<file path="config.mk">
export PLATFORM = sky130hd
export DESIGN_NAME = regbank_wr_encoder_flat
export DESIGN_NICKNAME = d
export VERILOG_FILES = /design/src/rtl/regbank_wr_encoder_if.sv /design/src/rtl/regbank_wr_encoder.sv /design/src/flat_wrapper.sv
export SDC_FILE = /design/constraint.sdc
export NUM_CORES = 1
export LEC_CHECK = 0
export ABC_AREA = 1
export CORE_ASPECT_RATIO = 0.7
export CORE_MARGIN = 2
export CORE_UTILIZATION = 37
export CTS_CLUSTER_SIZE = 40
export DETAILED_ROUTE_END_ITERATION = 8
export MAX_ROUTING_LAYER = met4
export SKIP_CTS_REPAIR_TIMING = 1
export SLEW_MARGIN = 20
export SYNTH_ARGS = -nofsm -noshare
export SYNTH_HDL_FRONTEND = slang
export SYNTH_SLANG_ARGS = --single-unit
</file>
<file path="constraint.sdc">
create_clock -name clk -period 6.7 [get_ports clk]
set_input_delay 0.67 -clock clk [delete_from_list [all_inputs] [get_ports clk]]
set_output_delay 0.67 -clock clk [all_outputs]
set_load 0.1 [all_outputs]
</file>
<file path="src/rtl/regbank_wr_encoder_if.sv">
// Request/grant bundle between the write-request sources and the register-bank
// write-port select: one-hot request lines in, registered index stream out.
interface regbank_wr_encoder_if #(
  parameter int NREG = 32,
  parameter int IDXW = 5
);
  logic [NREG-1:0] req;
  logic            out_valid;
  logic [IDXW-1:0] out_idx;
  logic            out_ready;
  logic [NREG-1:0] pending;
  logic            dup;

  modport slave (
    input  req, out_ready,
    output out_valid, out_idx, pending, dup
  );

  modport master (
    output req, out_ready,
    input  out_valid, out_idx, pending, dup
  );
endinterface

</file>
<file path="src/rtl/regbank_wr_encoder.sv">
// Latches one-hot write requests into a pending mask and grants one register
// index per cycle, round-robin from the slot after the previous grant.
module regbank_wr_encoder #(
  parameter int NREG = 32,
  parameter int IDXW = 5
) (
  input  logic                clk,
  input  logic                rst,
  regbank_wr_encoder_if.slave bus
);

  logic [NREG-1:0] pending;
  logic [IDXW-1:0] ptr;
  logic            out_valid;
  logic [IDXW-1:0] out_idx;
  logic            dup;

  logic            load;
  logic            hit;
  logic            found;
  logic [IDXW-1:0] sel;
  logic [IDXW-1:0] idx;
  logic [NREG-1:0] clr_mask;

  assign load = !out_valid || bus.out_ready;
  assign hit  = |pending;

  // NREG == 2**IDXW, so the IDXW-bit add wraps the scan naturally.
  always_comb begin
    sel   = '0;
    found = 1'b0;
    idx   = '0;
    for (int unsigned i = 0; i < NREG; i++) begin
      idx = ptr + IDXW'(i);
      if (!found && pending[idx]) begin
        sel   = idx;
        found = 1'b1;
      end
    end
  end

  assign clr_mask = (load && hit) ? (NREG'(1) << sel) : '0;

  always_ff @(posedge clk) begin
    if (rst) begin
      pending   <= '0;
      ptr       <= '0;
      out_valid <= 1'b0;
      out_idx   <= '0;
      dup       <= 1'b0;
    end else begin
      // A request landing on the bit being granted re-arms it.
      pending <= (pending & ~clr_mask) | bus.req;
      dup     <= |(bus.req & pending & ~clr_mask);
      if (load) begin
        out_valid <= hit;
        if (hit) begin
          out_idx <= sel;
          ptr     <= sel + 1'b1;
        end
      end
    end
  end

  assign bus.out_valid = out_valid;
  assign bus.out_idx   = out_idx;
  assign bus.pending   = pending;
  assign bus.dup       = dup;

endmodule

</file>
<file path="src/flat_wrapper.sv">
// flat-port wrapper written by rule: the top's interface ports become plain ports
module regbank_wr_encoder_flat 
#(
  parameter int NREG = 32,
  parameter int IDXW = 5
)
  (clk, rst, bus_req, bus_out_ready, bus_out_valid, bus_out_idx, bus_pending, bus_dup);
  regbank_wr_encoder_if #(.NREG(NREG), .IDXW(IDXW)) bus_i ();
  input  logic clk;
  input  logic rst;
  input wire logic [$bits(bus_i.req)-1:0] bus_req;
  input wire logic [$bits(bus_i.out_ready)-1:0] bus_out_ready;
  output wire logic [$bits(bus_i.out_valid)-1:0] bus_out_valid;
  output wire logic [$bits(bus_i.out_idx)-1:0] bus_out_idx;
  output wire logic [$bits(bus_i.pending)-1:0] bus_pending;
  output wire logic [$bits(bus_i.dup)-1:0] bus_dup;
  assign bus_i.req = bus_req;
  assign bus_i.out_ready = bus_out_ready;
  assign bus_out_valid = bus_i.out_valid;
  assign bus_out_idx = bus_i.out_idx;
  assign bus_pending = bus_i.pending;
  assign bus_dup = bus_i.dup;
  regbank_wr_encoder #(.NREG(NREG), .IDXW(IDXW)) u_core (.clk(clk), .rst(rst), .bus(bus_i));
endmodule
</file>
Word-level counts from Yosys, hierarchy flattened
Cells that the tools add are included.

Bits in registers: 44. Input port bits: 35. Output and inout bits: 39.

$add $sub $neg: 32. Order comparisons: 32. Shift-type cells: 1. Mux-type cells: 128. Bitwise logic cells: 5. Reduce and logical (&&, ||, !) cells: 68.

Operators with widths (number): $lt 5x6->1 const B (32); $bmux 1 s5 (32); $mux 5 (32); $and 32x32->32 (3); $add 5x5->5 const B (16); $reduce_or 32->1 (2); $mux 1 (63); $add 5x4->5 const B (8); $logic_and 1x1->1 (32); $logic_not 1->1 (32); $mux 32 (1); $not 32->32 (1); $or 32x32->32 (1); $shl 1x5->32 const A (1); $add 5x3->5 const B (4); $add 5x1->5 const B (2); $add 5x2->5 const B (2); $reduce_and 2->1 (1); $logic_or 1x1->1 (1).

Longest topological paths before layout
Gate-level depths: netlist (run 1).

Depth after elaboration: 101. Mapped depth: 52.

Worst setup path after synthesis (run 1)
OpenSTA, ideal clock, no wires.

Path type: register to register. Start point: reg u_core.ptr[2]. End point: reg u_core.dup (netlist: u_core.bus.dup). Arrival: 5.248 ns. Required time: 6.568 ns. Slack: 1.320 ns. Cell stages (with the launch flop): 40. Buffers on the path: 3. Path through: dfxtp_1 buf_4 inv_1 clkbuf_1 ha_1 inv_1 clkbuf_1 nand3_1 nand3_1 nand2_1 nand2_1 nand2_1 nand4_4 nor2_4 nand4_4 nor2_4 nand4_2 nor2_4 (+4 left out) nand4_2 nor2_2 nand4_2 nor2_4 nand2_2 nor2_2 nand2_2 a31oi_1 ha_1 ha_1 nand2_1 nand3b_4 nand2_1 nand2_1 nor2_1 nand2_1 nor2_1 a21oi_1.

Cells in the longest elaborated chain, start to end: 101.

Ends and longest elaborated chain: from (decl) (RTL line regbank_wr_encoder.sv:13) `logic [IDXW-1:0] ptr;`; from (signal assigned) (RTL line regbank_wr_encoder.sv:59) `ptr <= sel + 1'b1;`; parallel branches: the longest is 95 deep, another holds $add 5x1->5; $mux 5 (*) (RTL line regbank_wr_encoder.sv:35) `if (!found && pending[idx]) begin`; net u_core.sel[0] (RTL line regbank_wr_encoder.sv:21) `logic [IDXW-1:0] sel;`; $shl 1x5->32 (*) (RTL line regbank_wr_encoder.sv:42) `assign clr_mask = (load && hit) ? (NREG'(1) << sel) : '0;`; $mux 32 (*) (RTL line regbank_wr_encoder.sv:42); $not 32->32 (*) (RTL line regbank_wr_encoder.sv:54) `dup <= |(bus.req & pending & ~clr_mask);`; $and 32x32->32 (*) (RTL line regbank_wr_encoder.sv:54); $reduce_or 32->1 (*) (RTL line regbank_wr_encoder.sv:54); to (signal assigned) (RTL line regbank_wr_encoder.sv:54); to (decl) (RTL line regbank_wr_encoder.sv:16) `logic dup;`.

Mark *: on every way through the listed nets, which the timed path passes. The select of a mux whose other input is x is not followed. A chain may end at the register's enable or synchronous reset.

Final worst setup path (run 1)
Start point: reg u_core.ptr[1]. End point: reg u_core.dup (netlist: u_core.bus.dup).

The elaborated chain is that of the path after synthesis.

==> results of run 1 <==
## through the flow
stage	instance area (sq um)	std cells	hold slack [ps]
after floorplan	6675	1242	729.1
after global placement	8003	1581	495.3
after detailed placement	8003	1581	513.9
after CTS	8174	1589	537.2
after global routing	8194	1589	585.5
final	8194	1589	538.2
## per-layer routing
| layer | track usage, % | part of all wire [%] | up-vias |
|---|---|---|---|
| li1 | - | - | 4261 |
| met1 | 55.25 | 49 | 4069 |
| met2 | 43.68 | 36 | 496 |
| met3 | 10.26 | 14 | 35 |
| met4 | 3.246 | 1.0 | 0 |
| met5 | - | 0 | - |
## registers in the layout, indices dropped and copies added (netlist names)
name                  flops
u_core.bus.pending       32
u_core.ptr                5
u_core.bus.dup            1
u_core.bus.out_valid      1
u_core.bus.out_idx        5
## cells by family after synthesis
kind of cell,share of synthesized area (%)
buffers and inverters,12.50
adder cells (fa/ha/maj),3.186
AND/OR/NAND/NOR,56.72
flip-flops,13.20
AO/OA/AOI/OAI,11.28
XOR/XNOR,3.112
## critical path, delay by kind of cell (launching register included)
| family | cells | cell delay [ps] |
|---|---|---|
| and+or+nand+nor | 29 | 4010 |
| buffers and inverters | 4 | 740 |
| adders and majority gates | 2 | 600 |
| DFF | 1 | 370 |
| AOI/OAI and AO/OA | 2 | 330 |
## cells in the final DEF, fill, tap and decap left out, types with 10 or more instances in the layout
| master | count |
|---|---|
| nand2_1 | 378 |
| nand3_1 | 246 |
| inv_1 | 144 |
| nor2_1 | 116 |
| clkdlybuf4s50_1 | 73 |
| buf_4 | 68 |
| o21ai_0 | 48 |
| a21oi_1 | 48 |
| dfxtp_1 | 44 |
| nand4_1 | 19 |
| ha_1 | 16 |
| inv_2 | 13 |
| xor2_1 | 12 |
| nand2_2 | 12 |
| o21bai_1 | 11 |
| nor4_1 | 10 |
## path summary, 6_finish.rpt
check                           cells past startpoint                                  to                                from
worst max-delay path                               37           u_core.bus.dup$_SDFF_PP0_          u_core.ptr[1]$_SDFFE_PP0P_
worst min-delay path                                2  u_core.bus.out_idx[4]$_SDFFE_PP0P_  u_core.bus.out_idx[4]$_SDFFE_PP0P_
worst max register to register                     37           u_core.bus.dup$_SDFF_PP0_          u_core.ptr[1]$_SDFFE_PP0P_
worst min register to register                      2  u_core.bus.out_idx[4]$_SDFFE_PP0P_  u_core.bus.out_idx[4]$_SDFFE_PP0P_
## area by class of cell
class | count | area [sq um]
inverters | 164 | 619.3
fillers | 1975 | 9658
flip-flops and latches | 44 | 880.8
clock inverters | 3 | 46.29
multi-input cells | 995 | 4972
clock buffers | 5 | 125.1
well taps | 236 | 295.3
repair buffers | 142 | 1255
==> metrics, run 1 <==
DR DRC count=0; Final WS setup=479.4 ps; Core Area=17850 sq um; FF+latch count, synth=44; crit path DAT=6390 ps; Hold WC Path Type=flop to flop; IO buf count=73; final setup fails=0; max incr delay on CP=370 ps; max-cap violations=0; GRT Resource Usage Total=35.08%; largest net degree at the start of global routing=39; Synth-to-Final Area Change=22.76%; Initial DRC Count=1176; Root Buffer=clkbuf_16; Final GP Congestion=1.086; TritonCTS clock tree=done; Slew headroom=32.45%; Worst R2R Setup Slack=480 ps; Worst-Skew Late Latency=290 ps; post-route ant nets=0; CTS H-tree lvls=2; RSZ-0062 raised after global routing=false; global-route wire length before repair=47.91 mm; die height=116.4 microns; WS Path Type=flop to flop; die area=19150 sq um; Area contributors post-synth=nand2_1 21%, nand3_1 18%, dfxtp_1 13%; drt first pass iters=6; largest fanout on the critical path=25; fin util=45.90%; ANT cells=0; detailed-placement wirelength estimate=26.42 mm; initial antenna violation count=0; mapped cell area=6675 sq um; fraction of layout cells with a size suffix above 1=11.01%; Congestion Overflow GR=0; CP endpoint kind=flop; standard-cell rows=41; Final Critical Period=6221 ps; Commonest cells post-synth=378 x nand2_1, 246 x nand3_1, 144 x inv_1; Initial Util=37.39%; Die X=164.5 microns; Top-Level Pins=74; Avg Inst Size Synth=5.375 sq um; count leader, synth=nand2_1; top cell type's share of synthesized area=21.26%; Warnings, synthesis=0; Synth area leader=nand2_1; vias=8861; Worst Path Required=6870 ps; Netlist cell types=43; WL/cell=20.26 microns; Post-synth EDFFs=0; final hold violations=0; Mapped Cells=1242; post-synthesis async set-or-reset flop share=0%; outcome=finished, final reports clean; Peak Freq=0.1608 GHz; final clock skew=3.030 ps; vias in the first global route=7825; nets=1404; vias per cell=5.576; actual slew at the worst max-slew pin=1010 ps; critical path's slowest cell=dfxtp_1; total negative setup slack=0 ps; clk sink count=44; final wirelength=32.19 mm; syn_nets=1294; clock buffer depth=2; total CTS buffers=5; period utilization=92.85%; CTS clock-pin slew for the worst setup and hold paths=70 ps; CP Launch Type=flop; Final Max Tran Viols=0; top_reg_cell synth=dfxtp_1; pre-CTS setup slack=534.1 ps; sequential share of the synthesized area=13.20%
Power of run 1 is not shown: default switching activity piles up to over one toggle a cycle in this logic, so the estimate is an artifact.
==> run 2: changes to the inputs <==
CORE_MARGIN = 10   (was 2)
TNS_END_PERCENT = 100   (was default)
clock period = 5.7 ns   (was 6.7 ns; I/O delays follow)
==> metrics, run 2 (synthesis gave the netlist of run 1 again) <==
Worst R2R Setup Slack=-10 ps; IO buf count=73; CP startpoint=u_core.ptr[0]$_SDFFE_PP0P_; Root Buffer=clkbuf_16; critical path's slowest cell=dfxtp_4; placed instance count=1757; drt first pass iters=6; Die X=180.5 microns; vias per cell=5.394; ANT cells=0; Slew headroom=28.41%; clk sink count=44; Top-Level Pins=74; WS Path Type=flop to flop; final hold violations=0; final clock skew=12.94 ps; initial antenna violation count=0; max-cap violations=0; Congestion Overflow GR=0; CP Launch Type=flop; top flop regs=u_core.bus.pending x32, u_core.bus.out_idx x5, u_core.ptr x5; nets=1603; Hold WC Path Type=flop to flop; Final GP Congestion=1.057; clock buffer depth=2; die area=23900 sq um; Largest Register=u_core.bus.pending; vias=9618; final setup fails=1; Worst-Skew Late Latency=300 ps; DR DRC count=0; detailed-placement wirelength estimate=28.14 mm; reg2reg path depth=47; Initial DRC Count=1271; Core Area=17420 sq um; actual slew at the worst max-slew pin=1073 ps; capture point of the worst reg-to-reg path=u_core.bus.dup$_SDFF_PP0_; CTS clock-pin slew for the worst setup and hold paths=70 ps; outcome=finished with violations; Finished Layout Cells=1783; Final Critical Period=5712 ps; # fillers=1759; Peak Freq=0.1751 GHz; post-route ant nets=0; Final Max Tran Viols=0; fraction of layout cells with a size suffix above 1=27.06%; TritonCTS clock tree=done; Synth-to-Final Area Change=52.20%; global-route wire length before repair=50.63 mm; max incr delay on CP=360 ps; Reg2Reg Launch Point=u_core.ptr[0]$_SDFFE_PP0P_; period utilization=100.2%; largest net degree at the start of global routing=39; RSZ-0062 raised after global routing=true; crit path DAT=5880 ps; most used cell, CP=nand2_1; Initial Util=38.33%; failing checks=setup timing; total CTS buffers=5; Final WS setup=-11.60 ps; CTS H-tree lvls=2; WL/cell=19.10 microns; vias in the first global route=8561; final wirelength=34.06 mm; HP Start=u_core.bus.out_idx[4]$_SDFFE_PP0P_; largest fanout on the critical path=17; die height=132.4 microns; Worst Hold Depth=2; most frequent cells in the layout=370 x nand2_1, 248 x buf_4, 222 x nand3_1; Worst Path Required=5870 ps; GRT Resource Usage Total=27.49%; standard-cell rows=40; commonest non-fill, non-tap cell in the layout=nand2_1; Largest register FFs=32; CP endpoint kind=flop; Hold Path End=u_core.bus.out_idx[4]$_SDFFE_PP0P_
[run 2: cell count changes in the layout (fill, tap and decap cells not counted), sizes merged]
cell	delta
bufinv	-1
buf	+199
clkbuf	+1
[run 2: how the worst max path moves through the flow]
stage | endpoint | slack, ps | cells past startpoint
after floorplan | u_core.bus.dup$_SDFF_PP0_ | 320 | 39
after global placement | u_core.bus.dup$_SDFF_PP0_ | -270 | 45
after detailed placement | u_core.bus.dup$_SDFF_PP0_ | -180 | 45
after CTS | u_core.bus.dup$_SDFF_PP0_ | -220 | 45
after global routing | u_core.bus.dup$_SDFF_PP0_ | -330 | 47
final | u_core.bus.dup$_SDFF_PP0_ | -10 | 47
[run 2: per-layer routing]
layer / routed length (microns) / GRT usage (%)
met5: 0 / -
met4: 388 / 3.771
met3: 4758 / 10.04
met2: 12640 / 34.04
met1: 16270 / 40.80
[run 2: worst max-delay path: cells and delay by family (launching register included)]
| family | cells | cell delay (ps) |
|---|---|---|
| AND/OR/NAND/NOR | 30 | 3130 |
| flip-flops | 1 | 360 |
| adder cells (fa/ha/maj) | 2 | 420 |
| AO/OA/AOI/OAI | 8 | 900 |
| buffers and inverters | 7 | 790 |
[run 2: stage by stage]
stage          instance area (sq um)  util (%)  worst slack, ps  hold WS, ps  setup TNS (ps)
2_1_floorplan                   6675         -            320.1        687.4               0
3_3_place_gp                    9393     53.93           -271.7        497.4          -520.9
3_5_place_dp                    9393     53.93           -180.1        492.4          -203.0
4_1_cts                         9538     54.76           -224.9        516.8          -312.9
5_1_grt                        10160     58.33           -328.7        556.4           -1338
6_report                       10160     58.33           -11.60        514.4          -11.60
[run 2: layout make-up]
type	count	area [sq um]	share of cell area, %
timing repair buffer	341	2870	28.25
clock buffer	6	128.9	1.268
clock inverter	2	16.27	0.1601
tap	231	289.0	2.845
multi-input combinational	995	5345	52.61
sequential	44	887.1	8.732
inverter	164	623.1	6.133
Power of run 2 is left out for the same reason.
